`src/rtl/f_to_f_sched.sv`:
```
// rtl/f_to_f_sched.sv - one-job-at-a-time scheduler for the float/fixed converter units
// Optional WAIT timeout abort is compiled in with F2F_SCHED_TIMEOUT_EN.
module f_to_f_sched #(
    parameter int unsigned TIMEOUT_CYC = 64
) (
    input  logic        clk,
    input  logic        rstn,
    input  logic [47:0] datain,
    input  logic        empty,
    output logic        rden,
    output logic [5:0]  unit_en,
    output logic [79:0] operand,
    input  logic [5:0]  done,
    input  logic [79:0] result,
    input  logic        full,
    output logic [47:0] dataout,
    output logic        wren,
    output logic        busy
);

    localparam logic [2:0] S_IDLE = 3'd0;
    localparam logic [2:0] S_OP0  = 3'd1;
    localparam logic [2:0] S_OP1  = 3'd2;
    localparam logic [2:0] S_FIRE = 3'd3;
    localparam logic [2:0] S_WAIT = 3'd4;
    localparam logic [2:0] S_OUT0 = 3'd5;
    localparam logic [2:0] S_OUT1 = 3'd6;

    logic [2:0]  state_q, state_d;
    logic [2:0]  sel_q, sel_d;
    logic        valid_q, valid_d;
    logic [79:0] operand_q, operand_d;
    logic [79:0] res_q, res_d;
    logic [1:0]  status_q, status_d;
    logic [47:0] dataout_q, dataout_d;

    logic [2:0]  hdr_sel;
    logic        hdr_valid;
    logic        done_sel;
    logic        timeout_hit;

    // Header {app, size} -> converter unit index
    always_comb begin
        hdr_sel   = 3'd0;
        hdr_valid = 1'b1;
        case (datain[47:43])
            5'b00_001: hdr_sel = 3'd0;
            5'b00_010: hdr_sel = 3'd1;
            5'b00_011: hdr_sel = 3'd5;
            5'b01_001: hdr_sel = 3'd2;
            5'b01_010: hdr_sel = 3'd3;
            5'b01_011: hdr_sel = 3'd4;
            default:   hdr_valid = 1'b0;
        endcase
    end

    assign done_sel = (state_q == S_WAIT) && done[sel_q];

`ifdef F2F_SCHED_TIMEOUT_EN
    logic [15:0] cnt_q, cnt_d;

    always_comb begin
        cnt_d = cnt_q;
        if (state_q == S_FIRE) begin
            cnt_d = 16'd0;
        end else if (state_q == S_WAIT) begin
            cnt_d = cnt_q + 16'd1;
        end
    end

    assign timeout_hit = (state_q == S_WAIT) && (cnt_q == 16'(TIMEOUT_CYC - 1));

    always_ff @(posedge clk or negedge rstn) begin
        if (!rstn) begin
            cnt_q <= 16'd0;
        end else begin
            cnt_q <= cnt_d;
        end
    end
`else
    logic [15:0] unused_timeout;
    assign unused_timeout = 16'(TIMEOUT_CYC);
    assign timeout_hit    = 1'b0;
`endif

    always_comb begin
        state_d   = state_q;
        sel_d     = sel_q;
        valid_d   = valid_q;
        operand_d = operand_q;
        res_d     = res_q;
        status_d  = status_q;
        dataout_d = dataout_q;
        case (state_q)
            S_IDLE: begin
                if (!empty) begin
                    sel_d   = hdr_sel;
                    valid_d = hdr_valid;
                    state_d = S_OP0;
                end
            end
            S_OP0: begin
                if (!empty) begin
                    operand_d[79:32] = datain;
                    state_d          = S_OP1;
                end
            end
            S_OP1: begin
                if (!empty) begin
                    operand_d[31:0] = datain[47:16];
                    state_d         = S_FIRE;
                end
            end
            S_FIRE: begin
                if (valid_q) begin
                    state_d = S_WAIT;
                end else begin
                    res_d     = 80'd0;
                    status_d  = 2'b10;
                    dataout_d = 48'd0;
                    state_d   = S_OUT0;
                end
            end
            S_WAIT: begin
                // done has priority over an abort landing in the same cycle
                if (done_sel) begin
                    res_d     = result;
                    status_d  = 2'b00;
                    dataout_d = result[79:32];
                    state_d   = S_OUT0;
                end else if (timeout_hit) begin
                    res_d     = 80'd0;
                    status_d  = 2'b01;
                    dataout_d = 48'd0;
                    state_d   = S_OUT0;
                end
            end
            S_OUT0: begin
                if (!full) begin
                    dataout_d = {res_q[31:0], 14'd0, status_q};
                    state_d   = S_OUT1;
                end
            end
            S_OUT1: begin
                if (!full) begin
                    state_d = S_IDLE;
                end
            end
            default: state_d = S_IDLE;
        endcase
    end

    always_ff @(posedge clk or negedge rstn) begin
        if (!rstn) begin
            state_q   <= S_IDLE;
            sel_q     <= 3'd0;
            valid_q   <= 1'b0;
            operand_q <= 80'd0;
            res_q     <= 80'd0;
            status_q  <= 2'b00;
            dataout_q <= 48'd0;
        end else begin
            state_q   <= state_d;
            sel_q     <= sel_d;
            valid_q   <= valid_d;
            operand_q <= operand_d;
            res_q     <= res_d;
            status_q  <= status_d;
            dataout_q <= dataout_d;
        end
    end

    // rden gated by rstn so nothing is popped while reset holds the FSM in IDLE
    assign rden    = rstn && !empty &&
                     ((state_q == S_IDLE) || (state_q == S_OP0) || (state_q == S_OP1));
    assign wren    = !full && ((state_q == S_OUT0) || (state_q == S_OUT1));
    assign unit_en = ((state_q == S_FIRE) && valid_q) ? 6'(6'b000001 << sel_q) : 6'b000000;
    assign operand = operand_q;
    assign dataout = dataout_q;
    assign busy    = (state_q != S_IDLE);

endmodule

```
`config.mk`:
```
export PLATFORM = sky130hd
export DESIGN_NAME = f_to_f_sched
export DESIGN_NICKNAME = d
export VERILOG_FILES = /design/src/rtl/f_to_f_sched.sv
export SDC_FILE = /design/constraint.sdc
export NUM_CORES = 1
export LEC_CHECK = 0
export CAP_MARGIN = 15
export CORE_MARGIN = 2
export CORE_UTILIZATION = 48
export CTS_BUF_LIST = sky130_fd_sc_hd__clkbuf_4 sky130_fd_sc_hd__clkbuf_8 sky130_fd_sc_hd__clkbuf_16
export CTS_CLUSTER_DIAMETER = 200
export CTS_CLUSTER_SIZE = 30
export DETAILED_ROUTE_END_ITERATION = 8
export PLACE_DENSITY = 0.85
export SETUP_SLACK_MARGIN = 0.15
export SLEW_MARGIN = 0
export SYNTH_ARGS = -nofsm -noshare
export SYNTH_HDL_FRONTEND = slang
export SYNTH_SLANG_ARGS = --single-unit
```
`constraint.sdc`:
```
create_clock -name clk -period 3 [get_ports clk]
set_input_delay 0.45 -clock clk [delete_from_list [all_inputs] [get_ports clk]]
set_output_delay 0.45 -clock clk [all_outputs]
set_load 0.01 [all_outputs]
```
## Yosys cells after proc, flatten, opt, wreduce, memory -nomap -nowiden

Index checks and enable logic that the tools add are counted.
W data, S select, Z words.

- Output and inout bits: 137
- Register bits after elaboration: 169
- Word-level logic and storage cells: 74

- Reduce and logical (&&, ||, !) cells: 21
- Equality and inequality tests: 19
- Magnitude comparators: 1
- Bitwise gates (word level): 1
- Multiplexer cells: 23
- Shift operators: 1

Operator list:

| kind | count |
|---|---|
| $mux W48 | 3 |
| $pmux W48 S3 | 1 |
| $mux W32 | 2 |
| $pmux W32 S2 | 1 |
| $pmux W3 S7 | 1 |
| $mux W3 | 6 |
| $eq A5 B4 Y1 const B | 3 |
| $pmux W3 S5 | 1 |
| $ne A2 B2 Y1 const B | 7 |
| $eq A5 B2 Y1 const B | 2 |
| $eq A3 B3 Y1 const B | 3 |
| $eq A3 B2 Y1 const B | 2 |
| $mux W6 | 1 |
| $reduce_and A2 Y1 | 3 |
| $reduce_and A6 Y1 | 1 |
| $reduce_bool A3 Y1 | 2 |
| $reduce_or A6 Y1 | 1 |
| $shl A1 B3 Y6 const A | 1 |
| $eq A5 B1 Y1 const B | 1 |
| $logic_and A1 B1 Y1 | 5 |
| $lt A3 B4 Y1 const B | 1 |
| $mux W2 | 2 |
| $pmux W2 S2 | 1 |
| $reduce_and A4 Y1 | 1 |
| other kinds (9) | 14 |

## Longest topological paths before layout

Gate-level depths: netlist (run 1).

- Word-level depth: 5
- Gate-level depth with buffers: 7
- Mapped depth without buffers: 4

## Worst setup path before layout (run 1)

Ideal clock, no wire load.

- Path type: reg2out
- Start: register state_q[1]
- End: output port unit_en[1]
- Arrival: 1.370 ns
- Setup slack: 1.180 ns
- Cell stages (with the launch flop): 4
- Required time: 2.550 ns
- Cells stage by stage: dfrtp_1 -> clkbuf_1 -> nand4b_1 -> nor4b_1

- Word-level cells in the longest chain between the ends: 3

Ends and longest elaborated chain:

| what | RTL line | source |
|---|---|---|
| from (decl) | 29 | `logic [2:0] state_q, state_d;` |
| from (signal assigned) | 163 | `state_q <= state_d;` |
| $eq A3 B2 Y1 | 177 | `assign unit_en = ((state_q == S_FIRE) && valid_q) ? 6'(6'b000001 << sel_q) : 6'b000000;` |
| $logic_and A1 B1 Y1 | 177 |  |
| $mux W6 | 177 |  |
| to (decl) | 11 | `output logic [5:0] unit_en,` |

Every way passes these cells.

## Final worst setup path (run 1)

- Start: register state_q[2]
- End: output port unit_en[3]

Same word-level chain as after synthesis.

==> results.md, run 1 <==
- The die is 125.8 um wide.
- The number of global-route vias before repair is 5790.
- The global placement routability congestion is 0.8139.
- The first element of the critical path is state_q[2].
- On the critical path, the stage with the largest delay is an instance of sky130_fd_sc_hd__dfrtp_1.
- The via count normalized by instance count is 5.552.
- The number of max-cap violations is 0.
- The total DRC errors in the routed layout is 0.
- Of the synthesized area, sequential elements account for 59.01%.
- In the post-synthesis netlist, the biggest area contributors are sky130_fd_sc_hd__dfrtp_1 59%, sky130_fd_sc_hd__mux2_2 18%, sky130_fd_sc_hd__a221oi_1 4.1%.
- The number of different library cells used by synthesis comes to 42.
- For this design, the CTS-stage hold fixing added 0 buffers.
- Sequential cells account for 34.2% of the total power.
- Entering global routing, the biggest net connects 169 pins.
- Setup violations remaining at the end of the flow were counted as 0.
- The area occupied by multi-input gates is 2684 sq um.
- The combinational family with the most area after synthesis is multiplexers.
- The net count of the finished layout is 929.
- Buffers inserted during clock tree synthesis total 17.
- The synthesized instance count is 526.
- The cell sitting at the root of the clock tree is a sky130_fd_sc_hd__clkbuf_16.
- The clock network fraction of total power is 20.0%.
- The synthesized design contains 0 enable-type register cells.
- Clock latency on the worst-skew pair, taken at its later pin, is 0.42 ns.
- The pre-antenna-repair detailed-routing pass consisted of 5 iterations.
- The filler cells instantiated in the layout total 910.
- The number of antenna diodes in the final layout is 0.
- Clock-pin slew was measured on the worst setup and hold paths at 0.07 ns.
- Combinational logic burns 45.8% of the power.
- The number of nets produced by synthesis is 664.
- The Yosys step of the flow raised 0 warnings.
- The number of clock sinks is 168.
- Setup repair after global routing left no endpoint under its margin.
- The type of the worst min-delay path is in -> async.
- The most frequent standard cell in the layout excluding fill and tap cells is sky130_fd_sc_hd__clkdlybuf4s50_1.
- The power density of the placed cells is 1119 nW/um^2.
- The flow ran to the end, and the final reports show no timing, DRC or antenna violations.
- The number of design-rule violations left by the first detailed-router iteration is 329.
- The core area is 14530 sq um.
- The total power is 0.01199 W.
- After Yosys synthesis, and, or, nand and nor cells account for 6.884% of the synthesized area.
- The xor and xnor area share after synthesis is 0.2459%.
- In this run the number of H-tree levels came out at 4.
- For this configuration, the core starts out at a cell density of 49.02%.
- The data arrival time at the worst-slack endpoint is 2.30 ns.
- Dividing the final minimum period by the clock period gives 91.60%.
- The portion of synthesized area spent on multiplexers is 20.43%.
- The headroom to the max-slew limit is 40.35%.
- The synthesis-stage register bit count is 168.
- Summed over all cells, the static leakage comes to 4.465 nW.
- The final setup skew is 0.01070 ns.
- Traced cell by cell, the critical path runs through nand4b_1 > nor3b_2 > and2_1 > clkdlybuf4s50_1.
- Summed over all nets, the switching power comes to 0.003867 W.
- In this design, the stage delay of the slowest critical-path cell is 0.54 ns.
- Of all nets on the critical path, the largest fanout is 14.
- The post-synthesis to final-layout area growth is 50.32%.
- The global router's overall resource usage is 24.76%.
- The number of endpoints with negative hold slack in the final report came to 0.
- STA classifies the critical path endpoint as an output pin.
- The switching power share of the total is 32.26%.
- The synthesized netlist devotes 0% of its cell area to adder and majority cells.
- STA puts the critical path data required time at 2.55 ns.
- The clock tree from TritonCTS is built.
- The cell type with the highest aggregate area in the netlist is sky130_fd_sc_hd__dfrtp_1.
- The die covers 15830 sq um.
- The average detailed-routed wire length per instance is 19.83 um.
- The async set-or-reset flop fraction in the synthesized netlist is 100.0%.
- The area fraction of the dominant cell type after synthesis is 59.01%.
- The number of port buffers is 274.
- For this design the top-level I/O count stands at 275.
- The highest achievable clock rate is 363.9 MHz.
- The number of antenna violations at the first check in global routing was 0.
- The overall overflow remaining after global route is 0.
- The floorplan has 44 rows.
- The minimum period implied by the final worst setup slack is 2.748 ns.
- The die is 125.8 um tall.
- The first global-routing pass estimated 30930 um of wire.
- The library cells used most frequently in the layout, excluding fill and tap cells, are 273 x sky130_fd_sc_hd__clkdlybuf4s50_1, 167 x sky130_fd_sc_hd__dfrtp_1, 112 x sky130_fd_sc_hd__mux2_2.
- The complex-gate fraction of the synthesized area is 9.642%.
- The type of the worst setup path is reg -> out.
- The number of vias after detailed routing is 5474.
- The wire-length estimate of the detail-placed layout is 13290 um.
- The number of buffers inserted by post-CTS setup repair is 0.
- The internal portion of total power is 0.008119 W.
- Registers take 4205 sq um.
- Once detail routing completed, the nets flagged for antenna violations numbered 0.
- The pin slew with the least headroom to its limit is 0.8948 ns.
- In this run the critical register-to-register path is launched from state_q[2].
- The fraction of layout instances using a drive strength above 1 is 20.70%.
- The summed negative setup slack over all endpoints is 0 ns.
- The worst setup path is launched from a flip-flop.
- The number of pins exceeding their max-slew limit in the final report is 0.
- For this block, the routed nets add up to 19550 um of wire.
- IR analysis of the VDD net gives a maximum drop of 0.8287 mV.
- A synthesized cell averages 13.54 sq um.
- The clock passes through at most 2 buffers.
- The post-synthesis instance area is 7124 sq um.
- For this run, the leading register cell type out of synthesis is sky130_fd_sc_hd__dfrtp_1.
-- path summary, 6_finish.rpt --
path / end / depth (start not counted) / slack (ns)
min in group clk: operand[53] / 1 / 0.51
worst max register to register: dataout[10] / 6 / 0.65
worst min register to register: operand[53] / 1 / 0.51
max in group asynchronous: operand[0] / 2 / 2.15
worst max-delay path: unit_en[3] / 4 / 0.25
worst min-delay path: dataout[20] / 2 / 0.21
-- what timing repair did --
item	4_1_cts	5_1_grt
endpoints found under the setup margin	1	2
resized for setup	1	1
hold endpoints to repair	0	0
-- Yosys cell counts (2+ instances only) --
cell type                   count
sky130_fd_sc_hd__dfrtp_1      168
sky130_fd_sc_hd__mux2_2       112
sky130_fd_sc_hd__a221oi_1      33
sky130_fd_sc_hd__a2bb2oi_1     33
sky130_fd_sc_hd__nor2b_1       33
sky130_fd_sc_hd__nand2_1       25
sky130_fd_sc_hd__clkbuf_1      20
sky130_fd_sc_hd__inv_1         18
sky130_fd_sc_hd__mux2i_1       16
sky130_fd_sc_hd__buf_2         12
sky130_fd_sc_hd__nand3_1        5
sky130_fd_sc_hd__nor2_1         5
sky130_fd_sc_hd__o21ai_0        5
sky130_fd_sc_hd__buf_4          4
sky130_fd_sc_hd__a21oi_1        3
sky130_fd_sc_hd__and2_1         3
sky130_fd_sc_hd__buf_6          3
sky130_fd_sc_hd__nor3_1         2
sky130_fd_sc_hd__nor3b_1        2
sky130_fd_sc_hd__nor4_1         2
-- power groups by stage --
stage | clock network [W] | registers [W] | logic [W]
2_1_floorplan | 0 | 0.00434 | 0.00259
3_3_place_gp | 0 | 0.00403 | 0.00532
3_5_place_dp | 0 | 0.00410 | 0.00550
4_1_cts | 0.00244 | 0.00410 | 0.00553
5_1_grt | 0.00253 | 0.00422 | 0.00588
6_report | 0.00240 | 0.00410 | 0.00549
-- layout make-up --
type | count | area share [%]
Inverter | 18 | 0.6309
Multi-Input combinational cell | 300 | 25.06
Timing Repair Buffer | 286 | 26.81
Clock inverter | 11 | 1.846
Clock buffer | 19 | 4.229
Sequential cell | 168 | 39.27
Tap cell | 184 | 2.150
-- stage by stage --
step           setup WS, ns  hold slack [ns]  std cells  util (%)  cell area, sq um
6_report             0.2519           0.2095        986     73.68             10710
5_1_grt              0.1238           0.2816        986     73.68             10710
4_1_cts              0.2128           0.2552        986     73.65             10700
3_5_place_dp         0.5928           0.4955        956     69.16             10050
3_3_place_gp         0.6206           0.4816        956     69.16             10050
2_1_floorplan         1.180           0.1544        526         -              7124
-- registers in the layout, indices dropped and copies added (netlist names) --
name / count
status_q: 1
sel_q: 3
dataout: 48
valid_q: 1
operand: 80
res_q: 32
state_q: 3
-- critical path: cells and delay by family, from the launching register on --
| family | cells | cell delay, ns |
|---|---|---|
| buffers and inverters | 1 | 0.54 |
| and+or+nand+nor | 3 | 0.81 |
| DFF | 1 | 0.54 |
-- layer usage --
layer,wire length [um],global-route usage (%)
met5,0,0
met4,276,6.787
met3,2288,10.66
met2,9393,40.19
met1,7594,30.60
-- logic make-up (layout without fill, tap and decap cells) --
logic type / after synthesis / count (layout)
compound gates: 81 / 81
xor+xnor: 2 / 2
buf+inv: 58 / 334
flops: 168 / 168
mux: 130 / 130
simple gates: 87 / 87
Note: power is estimated with default switching activity, not from simulation.
==> run 2, diff against run 1 <==
Settings changed: SETUP_SLACK_MARGIN 0.15 to not set, SLEW_MARGIN 0 to not set.
==> run 2 against run 1 <==
Compared with the run above: critical path depth did not move; hold slack gained 0.0040 ns; clock-buffer cell count did not move; wire length increased by 0.18%.
==> results.md, run 2 (synthesis gave the netlist of run 1 again) <==
- The run finished with clean final reports.
- Walking the worst path, the cells encountered are nand4b_1 > nor3b_1 > and2_1 > clkdlybuf4s50_1.
- The number of pins exceeding their max-slew limit in the final report came to 0.
- The register area is 4204 sq um.
- The clock network burns 20.0% of the power.
- The first-pass GRT wire length is 30930 um.
- Max-cap violations in this run came to 0.
- The count of pins on the block boundary is 275.
- The buffer and inverter count on the worst path is 1.
- The final layout contains 929 nets.
- The die covers 15830 sq um.
- STA classifies the critical path endpoint as an output pin.
- The detail route stage leaves a number of antenna-violating nets equal to 0.
- In this run the horizontal extent of the chip is 125.8 um.
- For the pin with the worst max-slew slack, the measured transition is 0.8841 ns.
- The type of origin of the critical path is a flip-flop.
- The number of buffers created by CTS is 17.
- The number of endpoints with negative hold slack in the final report was 0.
- After floorplanning, the core was sized to cover 14530 sq um.
- The maximum number of pins on one net before global-route repair is 169.
- The worst hold path belongs to the class in -> async.
- The final non-filler cell total is 986.
- In the final routed layout, each cell accounts on average for 19.87 um.
- The first routing iteration left 336 violations.
- The static leakage is 4.466 nW.
- In this run the tool buffered the top-level ports with 274 buffer cells.
- The master of the slowest instance on the critical path is sky130_fd_sc_hd__dfrtp_1.
- The clock tree from TritonCTS is built.
- On the critical path the largest part of the delay comes from simple AND/OR/NAND/NOR gates.
- The depth of the critical timing path with buffers and inverters included is 4.
- The headroom to the max-slew limit is 41.06%.
- In the layout the commonest cells are 273 x sky130_fd_sc_hd__clkdlybuf4s50_1, 168 x sky130_fd_sc_hd__dfrtp_1, 112 x sky130_fd_sc_hd__mux2_2.
- The antenna diode count is 0.
- The first element of the critical path is state_q[0].
- For the final routed database, the setup TNS stands at 0 ns.
- Buffers added to address setup during post-CTS repair amount to 0.
- In this run, post-CTS hold repair placed 0 buffers.
- At the worst endpoint, the arrival time is 2.36 ns.
- The number of gates resized after CTS was 0.
- The area after detailed placement is 10050 sq um.
- The clock root buffer is sky130_fd_sc_hd__clkbuf_16.
- The worst register-to-register path begins at state_q[2].
- The required time of the worst setup path is 2.55 ns.
- The congestion estimate from routability-driven global placement came to 0.8139.
- Counting the fill cells in the layout gives 911.
- The area growth from synthesis to layout is 50.23%.
- Net switching is 32.29% of the power.
- The HPWL after detailed placement is 13290 um.
- For the final database, setup skew stands at 0.01055 ns.
- The worst register-to-register path ends at dataout[10].
- In this run, flip-flops and latches consume 34.1% of the power.
- The finished cells cover 10700 sq um.
- The global router's overall resource usage is 24.76%.
- In the post-route analysis, the smallest setup slack over all paths is 0.1890 ns.
- The first TritonRoute pass finished after 4 iterations.
- The worst setup path is of the reg -> out kind.
- The power density of the placed cells is 1120 nW/um^2.
- The overall overflow remaining after global route is 0.
- The routed layout has 5446 vias.
- The via count normalized by instance count is 5.523.
- The area occupied by multi-input gates is 2679 sq um.
- The floorplan step set the die height to 125.8 um.
- Clock-pin slew was measured on the worst setup and hold paths at 0.07 ns.
- The most frequent standard cell in the layout excluding fill and tap cells is sky130_fd_sc_hd__clkdlybuf4s50_1.
- In the routed design, unresolved DRC markers number 0.
- The number of rows in the core area is 44.
- The initial utilization of the core area, before any placement, comes to 49.02%.
- Prior to clock tree synthesis, the placed netlist has a worst setup slack of 0.5928 ns.
- IR analysis of the VDD net gives a maximum drop of 0.8285 mV.
- Setup repair after global routing left no endpoint under its margin.
- For the finished layout, the period the worst path requires is 2.811 ns.
- The clock latency on the worst-skew pair is 0.42 ns.
- The internal power of the cells totals 0.008118 W.
- Setup slack on the worst reg-to-reg path comes out at 0.65 ns.
- The highest net fanout along the worst path is 14.
- After detailed routing, the total wire length is 19590 um.
- The cell count of the worst reg-to-reg path is 6.
- The largest single stage delay on the critical path is 0.65 ns.
- Following the worst setup path forward leads to its endpoint at unit_en[3].
- The number of global-route vias before repair is 5790.
- In this run, the combinational gates consume 45.8% of the power.
- The fraction of layout instances using a drive strength above 1 is 20.45%.
- The final-report setup violation count is 0.
- The number of antenna violations at the first check in global routing is 0.
- The deepest level of the CTS H-tree is 4.
- The part of the cycle the worst path needs is 93.70%.
- The utilization after layout is 73.64%.
- Based on the critical path, the design can be clocked at up to 355.7 MHz.
- The net load switching power is 0.003870 W.
- Counting every sink on the clock net gives 168.
- The maximum buffer depth of the clock tree is 2.
- The number of placed instances with taps included is 956.
- The register with the most flip-flops in the layout has 80 of them.
run 2: power by group through the flow:
stage	Clock (W)	Sequential (W)	Combinational [W]
6_report	0.00240	0.00409	0.00549
5_1_grt	0.00253	0.00422	0.00588
4_1_cts	0.00244	0.00410	0.00553
3_5_place_dp	0	0.00410	0.00550
3_3_place_gp	0	0.00403	0.00532
2_1_floorplan	0	0.00434	0.00259
run 2: final cells by class:
| cell class | instances | area share (%) |
|---|---|---|
| clock buffers | 19 | 4.232 |
| clock inverters | 11 | 1.847 |
| inverters | 18 | 0.6313 |
| multi-input cells | 300 | 25.03 |
| flip-flops and latches | 168 | 39.28 |
| well taps | 184 | 2.151 |
| repair buffers | 286 | 26.83 |
run 2: worst reg2reg max path, delay by kind of cell (launching register included):
family / cells / cell delay (ns)
DFF: 1 / 0.63
muxes: 1 / 0.27
AOI/OAI and AO/OA: 1 / 0.18
and+or+nand+nor: 2 / 0.50
buffers and inverters: 2 / 0.69
run 2: metal layers:
metal / vias up / part of all wire, % / track usage (%) / routed length [um]
met5: - / 0 / 0 / 0
met4: 0 / 1.2 / 6.787 / 228
met3: 18 / 11 / 10.66 / 2174
met2: 270 / 48 / 40.19 / 9460
met1: 2729 / 39 / 30.60 / 7725
li1: 2429 / - / - / -
run 2: through the flow:
stage / power, W / hold WS (ns)
2_1_floorplan: 0.006927 / 0.1544
3_3_place_gp: 0.009345 / 0.4816
3_5_place_dp: 0.009599 / 0.4955
4_1_cts: 0.01207 / 0.2553
5_1_grt: 0.01262 / 0.2816
6_report: 0.01199 / 0.2135
run 2: how the worst min path moves through the flow:
stage	start	end	slack, ns	depth (start not counted)
global route	rstn	dataout[20]	0.28	2
CTS	rstn	res_q[4]	0.26	2
global placement	status_q[1]	status_q[1]	0.48	2
finish	rstn	dataout[20]	0.21	2
detailed placement	operand[13]	operand[13]	0.50	1
floorplan	rstn	dataout[0]	0.15	0
==> run 3, diff against run 2 <==
Settings changed: CORE_UTILIZATION 48 to 65, DONT_BUFFER_PORTS set to 1, PLACE_DENSITY 0.85 to 0.79.
==> run 3 against run 2 <==
Compared with the run above: the run now ends with negative hold slack left; critical endpoint is now res_q[25]; clock power down 8%; cell count down 32%; sequential power up 14%; hold slack worse by 0.60 ns; global-route usage up 1.9 points; fmax up 10%; power down 18%; critical path depth up 1; sequential share of layout area up 14 points.
==> results.md, run 3 (synthesis gave the netlist of run 1 again) <==
- The run finished, with violations left.
- The final reports fail on negative hold slack.
- Once routing completed, OpenROAD measured the worst setup slack at 0.4439 ns.
- The clock root buffer is sky130_fd_sc_hd__clkbuf_8.
- Leaving out fill and tap cells, the most frequent cell in the layout is sky130_fd_sc_hd__dfrtp_1.
- The maximum buffer depth of the clock tree is 2.
- The required time of the worst setup path is 3.40 ns.
- The floorplan die area is 11810 sq um.
- The number of routed nets with antenna violations is 0.
- The number of buffers inserted by post-CTS setup repair is 0.
- Cells with a size suffix above 1 make up 31.13% of the layout.
- Entering global routing, the biggest net connects 170 pins.
- The initialized floorplan defines 38 standard-cell rows.
- OpenSTA, run right after detailed placement, puts the worst setup slack at 0.4624 ns.
- The summed negative setup slack over all endpoints is 0 ns.
- The worst register-to-register path ends at res_q[25].
- The kind of end point of the critical path is a flip-flop.
- Setup violations remaining at the end of the flow were counted as 0.
- The highest net fanout along the worst path is 22.
- The clock-pin slew on the worst setup and hold paths is 0.07 ns.
- The number of cells upsized or downsized after cts is 0.
- The area growth from synthesis to layout is 10.06%.
- The number of clock sinks is 168.
- The flip-flop count of the largest register after layout is 80.
- The type of the worst min-delay path is in -> async.
- The number of cells on the worst reg-to-reg path is 5.
- VDD sags by at most 0.5696 mV.
- After detailed placement, the total cell area comes to 7236 sq um.
- The highest achievable clock rate is 391.2 MHz.
- In the layout the commonest cells are 168 x sky130_fd_sc_hd__dfrtp_1, 112 x sky130_fd_sc_hd__mux2_2, 33 x sky130_fd_sc_hd__nor2b_1, 33 x sky130_fd_sc_hd__a221oi_1, 33 x sky130_fd_sc_hd__a2bb2oi_1.
- The number of port buffers is 0.
- TritonCTS built the clock tree.
- The power density of the placed cells is 1252 nW/um^2.
- The number of design-rule violations left by the first detailed-router iteration is 383.
- The number of max-cap violations is 0.
- In this run the static leakage power is 3.382 nW.
- The number of pins exceeding their max-slew limit in the final report is 0.
- The minimum setup slack among reg-to-reg paths is 0.44 ns.
- The wire length reported by the detailed router is 15670 um.
- The critical path in this run is classified as reg -> reg.
- Measured against its own limit, the worst slew margin works out to 50.69%.
- The overall overflow remaining after global route is 0.
- The deepest level of the CTS H-tree is 4.
- The reg-to-reg startpoint is state_q[2].
- The count of pins on the block boundary is 275.
- Once the floorplan was initialized, standard cells occupied 66.30% of the core.
- Clock tree synthesis inserted a total of 17 buffers.
- For the pin with the worst max-slew slack, the measured transition is 0.7396 ns.
- The total non-filler cell area in the finished layout is 7841 sq um.
- The type of origin of the critical path is a flip-flop.
- The global router's overall resource usage is 26.68%.
- After floorplanning, the core was sized to cover 10750 sq um.
- In the final routed layout, each cell accounts on average for 23.35 um.
- The width of the chip is 108.7 um.
- The number of global-route vias before repair is 4487.
- Setup repair after global routing left no endpoint under its margin.
- The routed layout has 4318 vias.
- The global placement routability congestion is 0.8343.
- Using the TritonRoute via totals, the vias-per-cell ratio works out to 6.435.
- After layout, the minimum clock period comes to 2.556 ns.
- The first element of the critical path is state_q[2].
- Across all hold checks on the routed design, the worst slack comes to -0.3840 ns.
- The total DRC errors in the routed layout is 0.
- The HPWL after detailed placement is 10590 um.
- The first-pass GRT wire length is 23810 um.
- The total iterations of the first detailed-routing run is 4.
- The die is 108.7 um tall.
- For the final database, setup skew stands at 0.005734 ns.
- The number of endpoints with negative hold slack in the final report is 168.
- Data on the critical path arrives at its endpoint at 2.96 ns.
- The net count of the finished layout is 655.
- The number of antenna violations at the first check in global routing is 1.
- For the worst-skew pair, the clock arrives at the later sink with an insertion delay of 0.52 ns.
- Of the available clock period, the critical path in the final layout requires 85.20%.
==> run 3: changes by cell type in the layout (fill, tap and decap cells not counted), moves of 2 or more <==
cell and delta:
sky130_fd_sc_hd__bufinv_16 -2, sky130_fd_sc_hd__clkdlybuf4s50_1 -273, sky130_fd_sc_hd__clkbuf_4 +4, sky130_fd_sc_hd__buf_4 +2
sky130_fd_sc_hd__buf_12 -2
==> run 3: worst max path at each step <==
| stage | endpoint | slack (ns) |
|---|---|---|
| floorplan | unit_en[1] | 1.18 |
| global placement | res_q[10] | 0.59 |
| detailed placement | res_q[29] | 0.46 |
| CTS | res_q[29] | 0.45 |
| global route | res_q[29] | 0.27 |
| finish | res_q[25] | 0.44 |
==> run 3: stage by stage <==
| step | std cells | hold WS (ns) | utilization (%) | power, W |
|---|---|---|---|---|
| global route | 671 | -0.4188 | 72.97 | 0.01040 |
| floorplan | 526 | 0.1544 | - | 0.006927 |
| detailed placement | 638 | 0.1577 | 67.34 | 0.007638 |
| finish | 671 | -0.3840 | 72.97 | 0.009819 |
| CTS | 670 | -0.4033 | 72.95 | 0.009878 |
| global placement | 638 | 0.1575 | 67.34 | 0.007446 |
==> run 3: cell type report <==
type	instances	area (sq um)
well taps	140	175.2
repair buffers	12	102.6
diodes	1	2.502
clock buffers	22	457.9
flip-flops and latches	168	4204
multi-input cells	300	2686
fillers	681	2904
clock inverters	10	145.1
inverters	18	67.56
==> run 3: metal layers <==
metal | global-route usage [%] | routed length (um) | up-vias
met5 | 0 | 0 | -
met4 | 12.45 | 461 | 0
met3 | 11.84 | 1835 | 34
met2 | 42.23 | 7604 | 232
met1 | 31.37 | 5763 | 2172
li1 | - | - | 1880
==> run 3: worst max-delay path, stage by stage (launching register included) <==
cell and delay, ns:
sky130_fd_sc_hd__dfrtp_1 0.60, sky130_fd_sc_hd__nor2b_2 0.34, sky130_fd_sc_hd__and2_2 0.38, sky130_fd_sc_hd__a21boi_4 0.52, sky130_fd_sc_hd__buf_12 0.24, sky130_fd_sc_hd__mux2_2 0.35
==> run 3: power by group <==
| group | switching (W) | internal [W] |
|---|---|---|
| clock network | 0.000870 | 0.00133 |
| registers | 0.00128 | 0.00339 |
| logic | 0.00130 | 0.00164 |
| total | 0.00345 | 0.00637 |
==> RTL change 1 (settings of run 2) <==
Build with the macro `F2F_SCHED_TIMEOUT_EN` defined.
--- a/src/rtl/f_to_f_sched.sv
+++ b/src/rtl/f_to_f_sched.sv
@@ -1,5 +1,7 @@
 // rtl/f_to_f_sched.sv - one-job-at-a-time scheduler for the float/fixed converter units
 // Optional WAIT timeout abort is compiled in with F2F_SCHED_TIMEOUT_EN.
+`define F2F_SCHED_TIMEOUT_EN
+
 module f_to_f_sched #(
     parameter int unsigned TIMEOUT_CYC = 64
 ) (
Formal check against the unedited RTL: no difference found for any inputs over 4 cycles, from zero or initial values and one cycle with rstn low; that may be too few to reach the edited logic, so the function may still have changed.
==> RTL change 1 against run 2 <==
  * Setup slack gained 0.052 ns
  * Sequential power grew 6.1%
  * Register-to-register slack worse by 0.03 ns
  * Wire length up 10%
  * Cell area up 5.9%
  * Clock power fell by 7%
  * Synthesized area up 9.8%
  * Synthesized cell count rose by 7.2%
  * Global-route usage up 0.87 points
  * Sequential share of layout area increased by 1.6 points
  * Count of clock-buffer cells in the layout stayed put
  * Power down 2.3%
  * Sequential cell count increased by 17
==> RTL change 1: results (changes against run 2) <==
| Metric | Value |
|---|---|
| Top-area cell type share of the netlist area | 59.2% (+0.19 points) |
| Post-synth top cells | dfrtp_1, mux2_2, a22o_1 |
| Logic pwr share | 43.8% (-2.0 points) |
| Number of global-route vias before repair | 6,275 (+8.4%) |
| Hold slack final | 0.181 ns (-0.0322 ns) |
| GPL Wtd Cong | 0.836 (+2.8%) |
| Largest net degree at the start of global routing | 186 (+10%) |
| GRT Overall Usage | 25.6% (+0.87 points) |
| Share of power burned in registers | 37.1% (+3.0 points) |
| Clock skew | 0.00821 ns (-0.00234 ns) |
| Initial DRC count | 273 (-19%) |
| CP max FO | 10 (-4) |
| Reg2reg start | state_q[1] |
| Net Sw Power | 0.00382 W (-1.2%) |
| Worst Setup EP | unit_en[5] |
| R2R cell count | 5 (-1) |
| Met3 Wirelength | 1.89 mm (-13%) |
| Post-synthesis net count | 703 (+5.9%) |
| Worst-Margin Slew | 1.01 ns (+0.122 ns) |
| Worst R2R End | dataout[16] |
| Synth top area cells | dfrtp_1, mux2_2, a22o_1, mux2_4, o21ai_0 |
| Dpl cells | 1,026 (+7.3%) |
| Total combinational power | 0.00512 W (-6.7%) |
| TritonRoute pass-1 iters | 5 (+1) |
| Net count reported at finish | 968 (+4.2%) |
| Outcome | completed |
| Layout cells sized above 1 | 19.6% (-0.83 points) |
| LEAKAGE | 4.89 nW (+9.5%) |
| Via count | 5,788 (+6.3%) |
| Register area | 4630 µm² (+10%) |
| HPWL Detailed | 14.9 mm (+12%) |
| DR WL/cell | 20.4 µm (+2.7%) |
| Pre-CTS setup slack | 0.490 ns (-0.103 ns) |
| Netlist cell types | 45 (+7.1%) |
| Crit path from | state_q[2] |
| Register area share after synthesis | 59.2% (+0.19 points) |
| Worst vdd ir | 0.683 mV (-18%) |
## RTL change 1: changes by cell type after synthesis, moves of 11 or more
cell	run 2	this run
a221oi_1	33	1
a22o_1	0	80
a2bb2oi_1	33	0
clkbuf_1	20	7
dfrtp_1	168	185
inv_1	18	3
mux2_2	112	84
mux2_4	0	31
mux2i_1	16	5
nand3_1	5	17
nor2_1	5	22
nor2b_1	33	0
o21ai_0	5	23
## RTL change 1: repair_timing
item | 4_1_cts | 5_1_grt
setup endpoints to repair | 0 | 2
hold buffers | 0 | 0
gates resized for setup | 0 | 1
## RTL change 1: routing by layer
| layer | up-vias | track usage, % |
|---|---|---|
| li1 | 2608 | - |
| met1 | 2898 | 31.9 |
| met2 | 254 | 42.7 |
| met3 | 28 | 8.68 |
| met4 | 0 | 7.37 |
| met5 | - | 0 |
## RTL change 1: area by class of cell
| cell class | count | area share [%] |
|---|---|---|
| Clock buffer | 19 | 3.94 |
| Timing Repair Buffer | 283 | 25.2 |
| Sequential cell | 185 | 40.8 |
| Tap cell | 216 | 2.38 |
| Inverter | 3 | 0.0993 |
| Clock inverter | 12 | 1.24 |
| Multi-Input combinational cell | 339 | 26.3 |
## RTL change 1: cells by family after synthesis
group | after synthesis | share of synthesized area (%)
AOI/OAI and AO/OA | 126 | 12.8
xor gates and xnor gates | 1 | 0.112
adders and majority gates | 1 | 0.160
buffers and inverters | 40 | 2.94
DFF | 185 | 59.2
muxes | 120 | 18.7
and+or+nand+nor | 91 | 6.05
## RTL change 1: critical path: stages (launching register included)
cell	delay [ns]
dfrtp_1	0.51
nand3b_4	0.30
nor3b_1	0.33
and3_1	0.20
clkdlybuf4s50_1	0.54
==> RTL change 2 (settings of run 2) <==
Made on the original files. Take the reset off `operand_q`, `res_q` and `dataout_q` and load them in a clocked block of their own.
--- a/src/rtl/f_to_f_sched.sv
+++ b/src/rtl/f_to_f_sched.sv
@@ -155,19 +155,19 @@
             state_q   <= S_IDLE;
             sel_q     <= 3'd0;
             valid_q   <= 1'b0;
-            operand_q <= 80'd0;
-            res_q     <= 80'd0;
             status_q  <= 2'b00;
-            dataout_q <= 48'd0;
         end else begin
             state_q   <= state_d;
             sel_q     <= sel_d;
             valid_q   <= valid_d;
-            operand_q <= operand_d;
-            res_q     <= res_d;
             status_q  <= status_d;
-            dataout_q <= dataout_d;
         end
+    end
+
+    always_ff @(posedge clk) begin
+        operand_q <= operand_d;
+        res_q     <= res_d;
+        dataout_q <= dataout_d;
     end
 
     // rden gated by rstn so nothing is popped while reset holds the FSM in IDLE
Behaviour: differs if rstn is asserted again (counterexample within 4 cycles, from zero or initial values and one cycle with rstn low); with rstn held inactive, the same outputs for 4 cycles.
==> RTL change 2 against run 2 <==
  * Register-to-register slack got worse by 0.02 ns
  * Wire length shrank 15%
  * Cell area is 10% lower
  * Setup slack better by 0.034 ns
  * Synthesized area down 15%
  * Cell count fell by 20%
  * Sequential cell count did not move
  * Highest routed layer unchanged
Power is not compared: it rests on default switching activity, and its combinational part moved more than twofold at a synthesized area within 25%.
==> RTL change 2: results (changes against run 2) <==
| Metric | Value |
|---|---|
| Outcome | completed |
| Largest register FFs | 80 (unchanged) |
| Initial antenna violation count | 0 (unchanged) |
| Via density | 5.12 (-7.2%) |
| Clock skew | 0.00960 ns (-0.000950 ns) |
| HPWL Detailed | 12.0 mm (-9.9%) |
| CP max FO | 19 (+5) |
| Crit-path max cell delay | 0.63 ns (-0.02 ns) |
| Worst vdd ir | approximately 0.54 mV |
| PortBufs | 274 (unchanged) |
| LEAKAGE | 3.54 nW |
| Net count reported at finish | 751 (-19%) |
| TritonRoute pass-1 iters | 4 (unchanged) |
| Initial DRC count | 388 (+15%) |
| Arr. time, crit path | 2.33 ns (-0.03 ns) |
| DR WL/cell | 21.0 µm (+5.5%) |
| Synth warn | 0 (unchanged) |
| CTS buffer count | 17 (unchanged) |
| Switch share | 28.0% |
| EDFF count, synth | 160 (+160) |
| Layout cells sized above 1 | 7.68% (-13 points) |
| Met3 Wirelength | 1.08 mm (-51%) |
| Clk slew on worst S/H paths | 0.06 ns |
| CTS Buffer Depth | 2 (unchanged) |
| Max-slew headroom | 32.0% (-9.0 points) |
| Post CTS Setup Buffer Count | 0 (unchanged) |
| Top_reg_cell synth | edfxtp_1 |
| Netlist cell types | 31 (-26%) |
| Ant. Diodes | 0 (unchanged) |
| Post-synthesis net count | 469 (-29%) |
| H-tree levels | 4 (unchanged) |
| GPL Wtd Cong | 0.818 (+0.55%) |
| Met1 WL | 5.74 mm (-26%) |
| CTS root buf | clkbuf_16 |
| DR WL met2 | 9.24 mm (-2.3%) |
| Number of global-route vias before repair | 4,165 (-28%) |
| Post-synth top cells | edfxtp_1, and3_1, a22o_1 |
| HP Class | input port to asynchronous set/reset pin |
| First-pass GRT wire length | 23.6 mm (-24%) |
| GRT Overall Usage | 24.7% (-0.050 points) |
| Register area share after synthesis | 82.8% (+24 points) |
| CTS resizes | 0 (unchanged) |
| Max layer used | met4 |
| CP max stage cell | clkdlybuf4s50_1 |
| Async SR Flop Fraction | 4.76% (-95 points) |
| Worst-skew pair later-pin latency | 0.42 ns (about the same) |
| Largest net degree at the start of global routing | 49 (-71%) |
| Synth top area cells | edfxtp_1, a22o_1, and3_1, dfrtp_1, clkbuf_1 |
==> RTL change 2: cells by family after synthesis <==
group | synth area share (%)
xor gates and xnor gates | 0.145
muxes | 0.621
AOI/OAI and AO/OA | 6.81
and+or+nand+nor | 7.97
buffers and inverters | 1.62
DFF | 82.8
==> RTL change 2: layout make-up <==
| cell class | instances | area, µm² |
|---|---|---|
| multi-input cells | 140 | 995 |
| clock inverters | 11 | 155 |
| inverters | 4 | 15.0 |
| clock buffers | 20 | 448 |
| well taps | 168 | 210 |
| fillers | 672 | 2530 |
| flip-flops and latches | 168 | 5010 |
| repair buffers | 282 | 2800 |
==> RTL change 2: final timing paths <==
path / startpoint / endpoint / slack, ns / depth (start not counted)
setup / recovery: state_q[2] / wren / 0.22 / 4
hold / removal: rstn / state_q[1] / 0.33 / 1
setup reg to reg: state_q[2] / res_q[1] / 0.63 / 3
hold reg to reg: status_q[1] / status_q[1] / 0.51 / 1
max in group asynchronous: rstn / state_q[2] / 2.35 / 1
min in group clk: status_q[1] / status_q[1] / 0.51 / 1
==> RTL change 2: stage by stage <==
| step | worst slack [ns] | area, µm² | utilization, % | std cells | total power (W) |
|---|---|---|---|---|---|
| global route | 0.0699 | 9630 | 79.2 | 793 | 0.00868 |
| floorplan | 0.0319 | 6060 | - | 331 | 0.00478 |
| global placement | 0.536 | 9030 | 74.2 | 762 | 0.00603 |
| CTS | 0.207 | 9630 | 79.2 | 793 | 0.00838 |
| detailed placement | 0.500 | 9030 | 74.2 | 762 | 0.00615 |
| finish | 0.223 | 9630 | 79.2 | 793 | 0.00834 |
==> RTL change 2: worst max-delay path: cells and delay by family, from the launching register on <==
family / cells / cell delay [ns]
compound gates: 1 / 0.23
flops: 1 / 0.58
simple gates: 1 / 0.27
buf+inv: 2 / 0.83
==> RTL change 2: power groups by stage <==
stage | sequential [W] | combinational [W] | clock [W]
floorplan | 0.00388 | 0.000904 | 0
global placement | 0.00370 | 0.00234 | 0
detailed placement | 0.00373 | 0.00242 | 0
CTS | 0.00369 | 0.00243 | 0.00225
global route | 0.00374 | 0.00259 | 0.00235
finish | 0.00369 | 0.00242 | 0.00223
==> RTL change 2: per-layer routing <==
metal  GRT usage [%]  vias to the layer above
met4            11.9                        0
met3            6.90                       42
li1                -                     1872
met1            26.8                     1962
met5               0                        -
met2            44.7                      187
